### src/rtl/xps2_tx.sv
// xps2_tx: PS/2 host-to-device transmitter, a memory-mapped peripheral.
// The controller writes a command byte (e.g. 0xED set-LEDs, 0xFF reset).
// The block inhibits the bus, sends the start bit, eight data bits
// (LSB first), odd parity and the stop bit, clocked by the device. It then
// checks the device ack and reports the result in a 3-bit status word.
//
// Ports:
//   clk          system clock
//   rst          asynchronous active-low reset
//   sel, we      bus select / write enable; data_in is taken on sel&we
//   data_in[7:0] command byte
//   data_out[2:0] status {err, done, busy}, always valid
//   ps2_clk_in   sensed PS/2 clock line (asynchronous)
//   ps2_data_in  sensed PS/2 data line (asynchronous)
//   ps2_clk_oe   1 = pull PS/2 clock low
//   ps2_data_oe  1 = pull PS/2 data low
module xps2_tx #(
  parameter int unsigned INHIBIT_CYC = 5000,   // must be >= 2
  parameter int unsigned TIMEOUT_CYC = 750000
) (
  input  logic       clk,
  input  logic       rst,
  input  logic       sel,
  input  logic       we,
  input  logic [7:0] data_in,
  output logic [2:0] data_out,
  input  logic       ps2_clk_in,
  input  logic       ps2_data_in,
  output logic       ps2_clk_oe,
  output logic       ps2_data_oe
);

  localparam int unsigned INH_W = (INHIBIT_CYC > 1) ? $clog2(INHIBIT_CYC) : 1;
  localparam int unsigned TMO_W = $clog2(TIMEOUT_CYC + 1);

  typedef enum logic [2:0] {
    S_IDLE,
    S_INHIBIT,
    S_START,
    S_SEND,
    S_ACK,
    S_WAIT_IDLE,
    S_DONE,
    S_ERR
  } state_t;

  state_t             r_state;
  logic               r_clk_meta, r_clk_sync, r_clk_prev;
  logic               r_dat_meta, r_dat_sync;
  logic [7:0]         r_byte;
  logic               r_parity;
  logic [3:0]         r_bit;
  logic [INH_W-1:0]   r_inh_cnt;
  logic [TMO_W-1:0]   r_tmo;
  logic               r_busy, r_done, r_err;
  logic               r_clk_oe, r_data_oe;

  logic w_fe;
  logic w_wr;
  logic w_tmo_run;
  logic w_tmo_hit;
  logic w_inh_pre;
  logic w_inh_last;

  // Falling edge of the synchronised device clock.
  assign w_fe       = r_clk_prev & ~r_clk_sync;
  // busy is clear exactly in IDLE, DONE and ERR, so it gates write acceptance.
  assign w_wr       = sel & we & ~r_busy;
  assign w_tmo_run  = (r_state == S_START) || (r_state == S_SEND) ||
                      (r_state == S_ACK)   || (r_state == S_WAIT_IDLE);
  assign w_tmo_hit  = w_tmo_run && (r_tmo == TMO_W'(TIMEOUT_CYC));
  assign w_inh_pre  = (r_inh_cnt == INH_W'(INHIBIT_CYC - 2));
  assign w_inh_last = (r_inh_cnt == INH_W'(INHIBIT_CYC - 1));

  assign data_out    = {r_err, r_done, r_busy};
  assign ps2_clk_oe  = r_clk_oe;
  assign ps2_data_oe = r_data_oe;

  always_ff @(posedge clk or negedge rst) begin
    if (!rst) begin
      r_state    <= S_IDLE;
      r_clk_meta <= 1'b1;
      r_clk_sync <= 1'b1;
      r_clk_prev <= 1'b1;
      r_dat_meta <= 1'b1;
      r_dat_sync <= 1'b1;
      r_byte     <= '0;
      r_parity   <= 1'b0;
      r_bit      <= '0;
      r_inh_cnt  <= '0;
      r_tmo      <= '0;
      r_busy     <= 1'b0;
      r_done     <= 1'b0;
      r_err      <= 1'b0;
      r_clk_oe   <= 1'b0;
      r_data_oe  <= 1'b0;
    end else begin
      r_clk_meta <= ps2_clk_in;
      r_clk_sync <= r_clk_meta;
      r_clk_prev <= r_clk_sync;
      r_dat_meta <= ps2_data_in;
      r_dat_sync <= r_dat_meta;

      if (w_tmo_run) begin
        r_tmo <= r_tmo + 1'b1;
      end

      case (r_state)
        S_IDLE, S_DONE, S_ERR: begin
          if (r_state == S_DONE) begin
            r_state <= S_IDLE;
          end
          if (w_wr) begin
            r_byte    <= data_in;
            r_parity  <= ~^data_in;
            r_busy    <= 1'b1;
            r_done    <= 1'b0;
            r_err     <= 1'b0;
            r_inh_cnt <= '0;
            r_tmo     <= '0;
            r_clk_oe  <= 1'b1;
            r_data_oe <= 1'b0;
            r_state   <= S_INHIBIT;
          end
        end

        S_INHIBIT: begin
          r_inh_cnt <= r_inh_cnt + 1'b1;
          // Start bit goes out one cycle before the clock is released.
          if (w_inh_pre) begin
            r_data_oe <= 1'b1;
          end
          if (w_inh_last) begin
            r_clk_oe <= 1'b0;
            r_tmo    <= '0;
            r_state  <= S_START;
          end
        end

        S_START: begin
          r_bit   <= '0;
          r_state <= S_SEND;
        end

        S_SEND: begin
          if (w_fe) begin
            if (r_bit < 4'd8) begin
              r_data_oe <= ~r_byte[r_bit[2:0]];
            end else if (r_bit == 4'd8) begin
              r_data_oe <= ~r_parity;
            end else begin
              r_data_oe <= 1'b0;
              r_state   <= S_ACK;
            end
            r_bit <= r_bit + 4'd1;
          end
        end

        S_ACK: begin
          if (w_fe) begin
            if (r_dat_sync) begin
              r_busy    <= 1'b0;
              r_err     <= 1'b1;
              r_data_oe <= 1'b0;
              r_state   <= S_ERR;
            end else begin
              r_state <= S_WAIT_IDLE;
            end
          end
        end

        S_WAIT_IDLE: begin
          if (r_clk_sync && r_dat_sync) begin
            r_busy  <= 1'b0;
            r_done  <= 1'b1;
            r_state <= S_DONE;
          end
        end

        default: r_state <= S_IDLE;
      endcase

      // Timeout overrides whatever the frame logic decided this cycle.
      if (w_tmo_hit) begin
        r_busy    <= 1'b0;
        r_done    <= 1'b0;
        r_err     <= 1'b1;
        r_clk_oe  <= 1'b0;
        r_data_oe <= 1'b0;
        r_state   <= S_ERR;
      end
    end
  end

endmodule

### config.mk
export PLATFORM = sky130hd
export DESIGN_NAME = xps2_tx
export DESIGN_NICKNAME = d
export VERILOG_FILES = /design/src/rtl/xps2_tx.sv
export SDC_FILE = /design/constraint.sdc
export NUM_CORES = 1
export LEC_CHECK = 0
export ABC_AREA = 1
export CORE_MARGIN = 2
export CORE_UTILIZATION = 50
export DETAILED_ROUTE_END_ITERATION = 8
export PLACE_DENSITY = 0.77
export SETUP_SLACK_MARGIN = 0.3
export SLEW_MARGIN = 20
export SYNTH_ARGS = -nofsm -noshare
export SYNTH_HDL_FRONTEND = slang
export SYNTH_SLANG_ARGS = --single-unit
### constraint.sdc
create_clock -name clk -period 2.2 [get_ports clk]
set_input_delay 0.44 -clock clk [delete_from_list [all_inputs] [get_ports clk]]
set_output_delay 0.44 -clock clk [all_outputs]
set_load 0.02 [all_outputs]
==> qor.csv, run 1 <==
metric;value;unit
Port Buffers;18;
area of the multi-input gates;1630;um^2
hold slack;0.03975;ns
met3 WL;386;um
leakage;1.912;nW
crit end category;flip-flop;
Max Cap Violations;0;
Seq/Total Area, Yosys;0.4399;
initial antenna violation count;0;
synthesized flop and latch total;59;
final-stage net count;493;
Max Freq;549.3;MHz
share of layout cells above drive strength 1;0.1130;
Max clock buf depth;2;
Finished Layout Cells;555;
CP peak stage delay;0.40;ns
via count;3051;
largest net degree at the start of global routing;27;
final WL;7416;um
Area Overhead vs Synth;17.37;%
Core Box Area;6422;um^2
r2r startpoint;r_tmo[0];
Pwr Density;1141;nW/um^2
period utilisation layout;0.8274;
Slew Limit Fails;0;
Die Span X;86.11;um
minimum clock period;1.820;ns
crit path launch;r_tmo[0];
H-tree levels;3;
Filler cells;556;
Post-Synthesis Cells;445;
setup TNS;0;ns
CP Max Fanout;11;
number of buffers created by CTS;9;
cell mode on critical path;nand2_1;
Top Layer Used;met4;
met1 WL;3386;um
Hold Crit Class;input port to asynchronous set/reset pin;
clock-pin slew on the worst setup and hold paths;0.07;ns
Synth area leader;dfrtp_1;
ranking of synthesized cells by area;dfrtp_1 (40%), nand2_1 (12%), inv_1 (6.6%);
Initial Util;0.5248;
first-pass GRT wire length;12560;um
Synth warnings;0;
GPL Wtd Cong;0.8827;
DR iter-0 viols;186;
post-synthesis instance area;3371;um^2
share of the synthesized area in the top cell type;0.4009;
remaining global-route overflow;0;
# hold bufs at CTS;0;
routed length per instance;13.36;um
final setup fails;0;
GRT Total Usage;0.2153;
Max VDD drop;0.4331;mV
DRC Markers;0;
Seq. cell area;1484;um^2
Die Area;7414;um^2
RSZ-0062 raised after global routing;no;
met2 wire len;3473;um
Clock Skew;0.01137;ns
Via density;5.497;
Setup Crit Path Kind;flip-flop to flip-flop;
DRT Pass-1 Iters;5;
TritonCTS clock tree;done;
critical path launch point type;flip-flop;
worst setup path endpoint;r_state[0];
worst-margin pin slew;0.4838;ns
Crit path required time;2.50;ns
Site Rows;29;
Die Ht;86.11;um
syn_area_per_cell;7.575;um^2
CP max stage cell;dfrtp_1;
final core utilization;0.6160;
synth unique cells;37;
I/O pin total;19;
Clock Sinks;59;
Final Hold Fails;0;
clock latency on the worst-skew pair;0.36;ns
ant diodes;0;
remaining antenna violation count;0;
syn nets;465;
reg2reg path depth;12;
Worst slew margin;0.6775;
FF-to-FF End;r_state[0];
reg-to-reg setup timing slack;0.38;ns
status;finished clean;
Arrival @ worst endpoint;2.12;ns
CP cell instances;inv_1 -> ha_1 -> nand2_1 -> nor2_1 -> nand2_1 -> nor2_4 -> nand2_4 -> nand3_4 -> nand2_2 -> nor2_2 -> nand2_1 -> nand2_1;
CTS root buffer;clkbuf_8;
vias in the first global route;2856;
placed instance count;537;
hpwl dp;5386;um
where the power goes:
group | switching (mW) | internal [mW]
Combinational | 1.07 | 0.674
Clock | 0.429 | 0.779
Sequential | 0.215 | 1.35
Total | 1.71 | 2.80
routing by layer:
| metal | GRT usage | vias to the layer above |
|---|---|---|
| li1 | - | 1495 |
| met1 | 0.2755 | 1440 |
| met2 | 0.3474 | 94 |
| met3 | 0.05775 | 22 |
| met4 | 0.08514 | 0 |
| met5 | 0 | - |
layout by cell type (no fill, tap or decap), drive strengths merged, types with 3 or more instances in the layout:
master and instances:
inv 62, buf 10, ha 6, nand2 112, clkdlybuf4s50 17, dfrtp 54, nor2 50, xor2 5
o21ai 35, nand4 9, o211ai 3, clkbuf 11, clkinv 3, xnor2 6, dfstp 5, nor4 3
o21bai 3, nor3 10, a21oi 22, bufinv 3, nand3 40
sequential cells by signal, indices dropped and copies added, names as in the netlist, 3 cells and up:
signal	cells
r_tmo	20
r_bit	4
r_state	3
r_inh_cnt	13
r_byte	8
cells by family after synthesis:
kind of cell             count (synthesis)  share of synthesized area
adder cells (fa/ha/maj)                  6                    0.02227
flip-flops                              59                     0.4399
XOR/XNOR                                11                    0.02858
AO/OA/AOI/OAI                           70                     0.1151
buffers and inverters                   73                    0.09057
AND/OR/NAND/NOR                        226                     0.3036
synthesized netlist by cell type, drive strengths merged:
library cell  instances
xnor2                 6
o22ai                 2
nand2               112
nor4                  3
o21ba                 1
o211ai                3
buf                   7
nand4                 9
o32ai                 1
dfrtp                54
a21oi                22
clkbuf                3
nor2                 50
xor2                  5
inv                  62
ha                    6
o221a                 1
nor3b                 1
clkinv                1
nand3b                1
o21ai                35
nand3                40
dfstp                 5
o31ai                 2
nor3                 10
o21bai                3
worst max-delay path, delay by kind of cell (launching register included):
kind / cells / cell delay (ns)
flip-flops: 1 / 0.40
buffers and inverters: 1 / 0.10
adder cells (fa/ha/maj): 1 / 0.20
AND/OR/NAND/NOR: 10 / 1.05
worst min-delay path by stage:
stage / startpoint / to / slack (ns) / cells past startpoint
floorplan: rst / ps2_clk_oe / 0.14 / 0
global placement: r_dat_meta / r_dat_sync / 0.35 / 0
detailed placement: r_dat_meta / r_dat_sync / 0.35 / 0
CTS: rst / r_state[0] / 0.05 / 1
global route: rst / r_tmo[12] / 0.07 / 1
finish: rst / r_state[0] / 0.04 / 1
timing repair:
action                                  in CTS  in global routing
pin swaps                                    0                  1
resized for setup                            2                  9
endpoints found under the setup margin       4                 22
setup buffers                                0                  2
layout make-up:
class	count	share of cell area
Multi-Input combinational cell	313	0.4121
Sequential cell	59	0.3751
Timing Repair Buffer	27	0.06768
Inverter	63	0.05977
Clock buffer	11	0.03574
Clock inverter	5	0.02530
Tap cell	77	0.02435
per-stage QoR:
stage | instance area [um^2] | power, mW | setup WS, ns
floorplan | 3371 | 2.753 | 0.5255
global placement | 3638 | 3.094 | 0.2190
detailed placement | 3638 | 3.150 | 0.1253
CTS | 3892 | 4.400 | 0.3128
global route | 3956 | 4.830 | 0.2932
finish | 3956 | 4.514 | 0.3796
Note: power is estimated with default switching activity, not from simulation.
==> run 2: changes to the inputs <==
==> constraint.sdc (replaced) <==
create_clock -name clk -period 1.8 [get_ports clk]
set_input_delay 0.36 -clock clk [delete_from_list [all_inputs] [get_ports clk]]
set_output_delay 0.36 -clock clk [all_outputs]
set_load 0.02 [all_outputs]
==> run 2 against run 1 <==
Compared with the run above:
- the flow now finishes with violations (negative hold slack)
- design area grew 12%
- clock-buffer cell count grew 2
- sequential share of layout area shrank 4.0 points
- maximum frequency grew 2.3%
- critical path depth is the same
- final cell count grew 7.2%
- worst setup slack lost 0.36 ns
- sequential power grew 22%
- largest cell class unchanged
- clock skew grew 0.0024 ns
- worst hold slack lost 0.041 ns
==> qor.csv, run 2 (same netlist as run 1, synthesis figures left out) <==
metric;value;unit;change
largest net degree at the start of global routing;60;;+120%
largest registers;r_tmo x20, r_inh_cnt x13, r_byte x8;;
ant diodes;0;;unchanged
Max clock buf depth;2;;unchanged
Port Buffers;18;;unchanged
Max Cap Violations;0;;unchanged
critical path launch point type;flip-flop;;
DRC Markers;0;;unchanged
grt met3 use;0.04235;;-0.01540
Hold Crit Class;input port to asynchronous set/reset pin;;
Filler cells;480;;-14%
vias in the first global route;3095;;+8.4%
remaining antenna violation count;0;;unchanged
Die Area;7414;um^2;unchanged
Clock Skew;0.01377;ns;+0.002407 ns
final-stage net count;533;;+8.1%
final setup fails;0;;unchanged
Crit path required time;2.03;ns;-0.47 ns
GRT Total Usage;0.2271;;+0.01179
first-pass GRT wire length;13280;um;+5.7%
r2r startpoint;r_tmo[1];;
GPL Wtd Cong;0.8914;;+0.99%
Area Overhead vs Synth;31.40;%;
final core utilization;0.6897;;+0.07364
DRT Pass-1 Iters;5;;unchanged
most common library cell in the layout ignoring fill and taps;nand2_1;;
Clock Sinks;59;;unchanged
DR iter-0 viols;261;;+40%
hpwl dp;5224;um;-3.0%
Pwr Density;1351;nW/um^2;+18%
minimum clock period;1.779;ns;-0.04131 ns
gr busiest metal;met2;;
clock latency on the worst-skew pair;0.35;ns;about the same
Worst slew margin;0.7196;;+0.04219
Site Rows;29;;unchanged
clock-pin slew on the worst setup and hold paths;0.07;ns;about the same
routed length per instance;14.27;um;+6.8%
RSZ-0062 raised after global routing;yes;;
final WL;8493;um;+15%
reg-to-reg setup timing slack;0.02;ns;-0.36 ns
Initial Util;0.5248;;unchanged
Final Hold Fails;6;;+6
Max VDD drop;0.7143;mV;+65%
worst-margin pin slew;0.4170;ns;-0.06685 ns
status;complete, but fails checks;;
Max Freq;562.1;MHz;+2.3%
remaining global-route overflow;0;;unchanged
initial antenna violation count;0;;unchanged
failing checks;negative hold slack;;
via count;3244;;+6.3%
Die Ht;86.11;um;unchanged
FF-to-FF End;r_state[1];;
Via density;5.452;;-0.82%
reg2reg path depth;12;;unchanged
met2 Use GR;0.3805;;+0.03312
CTS root buffer;clkbuf_8;;
Die Span X;86.11;um;unchanged
share of layout cells above drive strength 1;0.2683;;+0.1554
Area after DPL;3744;um^2;+2.9%
commonest cells after routing, fill and taps aside;nand2_1 (94), inv_1 (53), dfrtp_1 (52), buf_4 (43), nor2_1 (35);;
period utilisation layout;0.9884;;+0.1609
Arrival @ worst endpoint;2.01;ns;-0.11 ns
Finished Cell Area;4429;um^2;+12%
Setup Crit Path Kind;flip-flop to flip-flop;;
I/O pin total;19;;unchanged
TritonCTS clock tree;done;;
H-tree levels;3;;unchanged
crit end category;flip-flop;;
CP Max Fanout;8;;-3
Core Box Area;6422;um^2;unchanged
GRT met1 Usage;0.2790;;+0.003471
leakage;2.136;nW;+12%
Slew Limit Fails;0;;unchanged
hold slack;-0.0008161;ns;-0.04057 ns
Top reg by flops;r_tmo;;
number of buffers created by CTS;9;;unchanged
max FFs per register;20;;unchanged
-- run 2: changes by cell type in the layout (fill, tap and decap cells not counted), moves of 6 or more --
cell     delta
nand2_1    -12
inv_1       -6
o21ai_0     -8
buf_4      +36
nor2_1     -11
o21ai_1     +6
nor2_2     +10
nand2_2     +8
-- run 2: repair_timing --
item / CTS / global route
buffers inserted: 19 / 12
hold buffers: 0 / 0
gates cloned: 0 / 1
setup endpoints to repair: 38 / 39
resized for setup: 40 / 37
pin swaps: 11 / 9
-- run 2: stage by stage --
step           total power, mW  instances  setup TNS [ns]  setup slack (ns)
4_1_cts                  5.603        582               0           0.05746
6_report                 5.982        595               0           0.02094
3_3_place_gp             3.900        547         -0.8261          -0.08075
5_1_grt                  6.372        595         -0.3245          -0.09480
3_5_place_dp             3.983        547          -1.683           -0.1297
2_1_floorplan            3.397        445               0            0.2483
-- run 2: power by group --
part / internal, mW / switching (mW) / total, mW
Sequential: 1.65 / 0.250 / 1.90
Clock: 0.753 / 0.560 / 1.31
Combinational: 1.16 / 1.61 / 2.77
-- run 2: cell type report --
class | count | area [um^2] | share of cell area
flip-flops and latches | 59 | 1485 | 0.3353
clock inverters | 3 | 45.04 | 0.01017
well taps | 77 | 96.34 | 0.02175
repair buffers | 66 | 565.5 | 0.1277
inverters | 63 | 241.5 | 0.05452
multi-input cells | 314 | 1827 | 0.4124
clock buffers | 13 | 168.9 | 0.03814
-- run 2: how the worst max path moves through the flow --
stage / start / endpoint / slack (ns) / cells after the start
after detailed placement: we / r_tmo[11] / -0.13 / 8
after CTS: r_tmo[1] / r_state[2] / 0.06 / 12
final: r_tmo[1] / r_state[1] / 0.02 / 12
after floorplan: r_tmo[1] / r_state[0] / 0.25 / 12
after global placement: sel / r_tmo[11] / -0.08 / 8
after global routing: r_tmo[0] / r_state[1] / -0.09 / 12
-- run 2: metal layers --
metal  up-vias  share of wire
met5         -              0
met4         0          0.030
met3        25          0.050
met2       111           0.48
met1      1534           0.44
li1       1574              -
-- run 2: critical path, stage by stage (launching register included) --
cell	delay (ns)
dfrtp_1	0.41
inv_2	0.09
ha_4	0.14
nand2_2	0.06
nor2_2	0.08
nand2_1	0.08
nor2_2	0.12
nand2_2	0.11
buf_12	0.16
nand2_4	0.06
nand3_4	0.10
o21bai_1	0.18
nand2_1	0.08
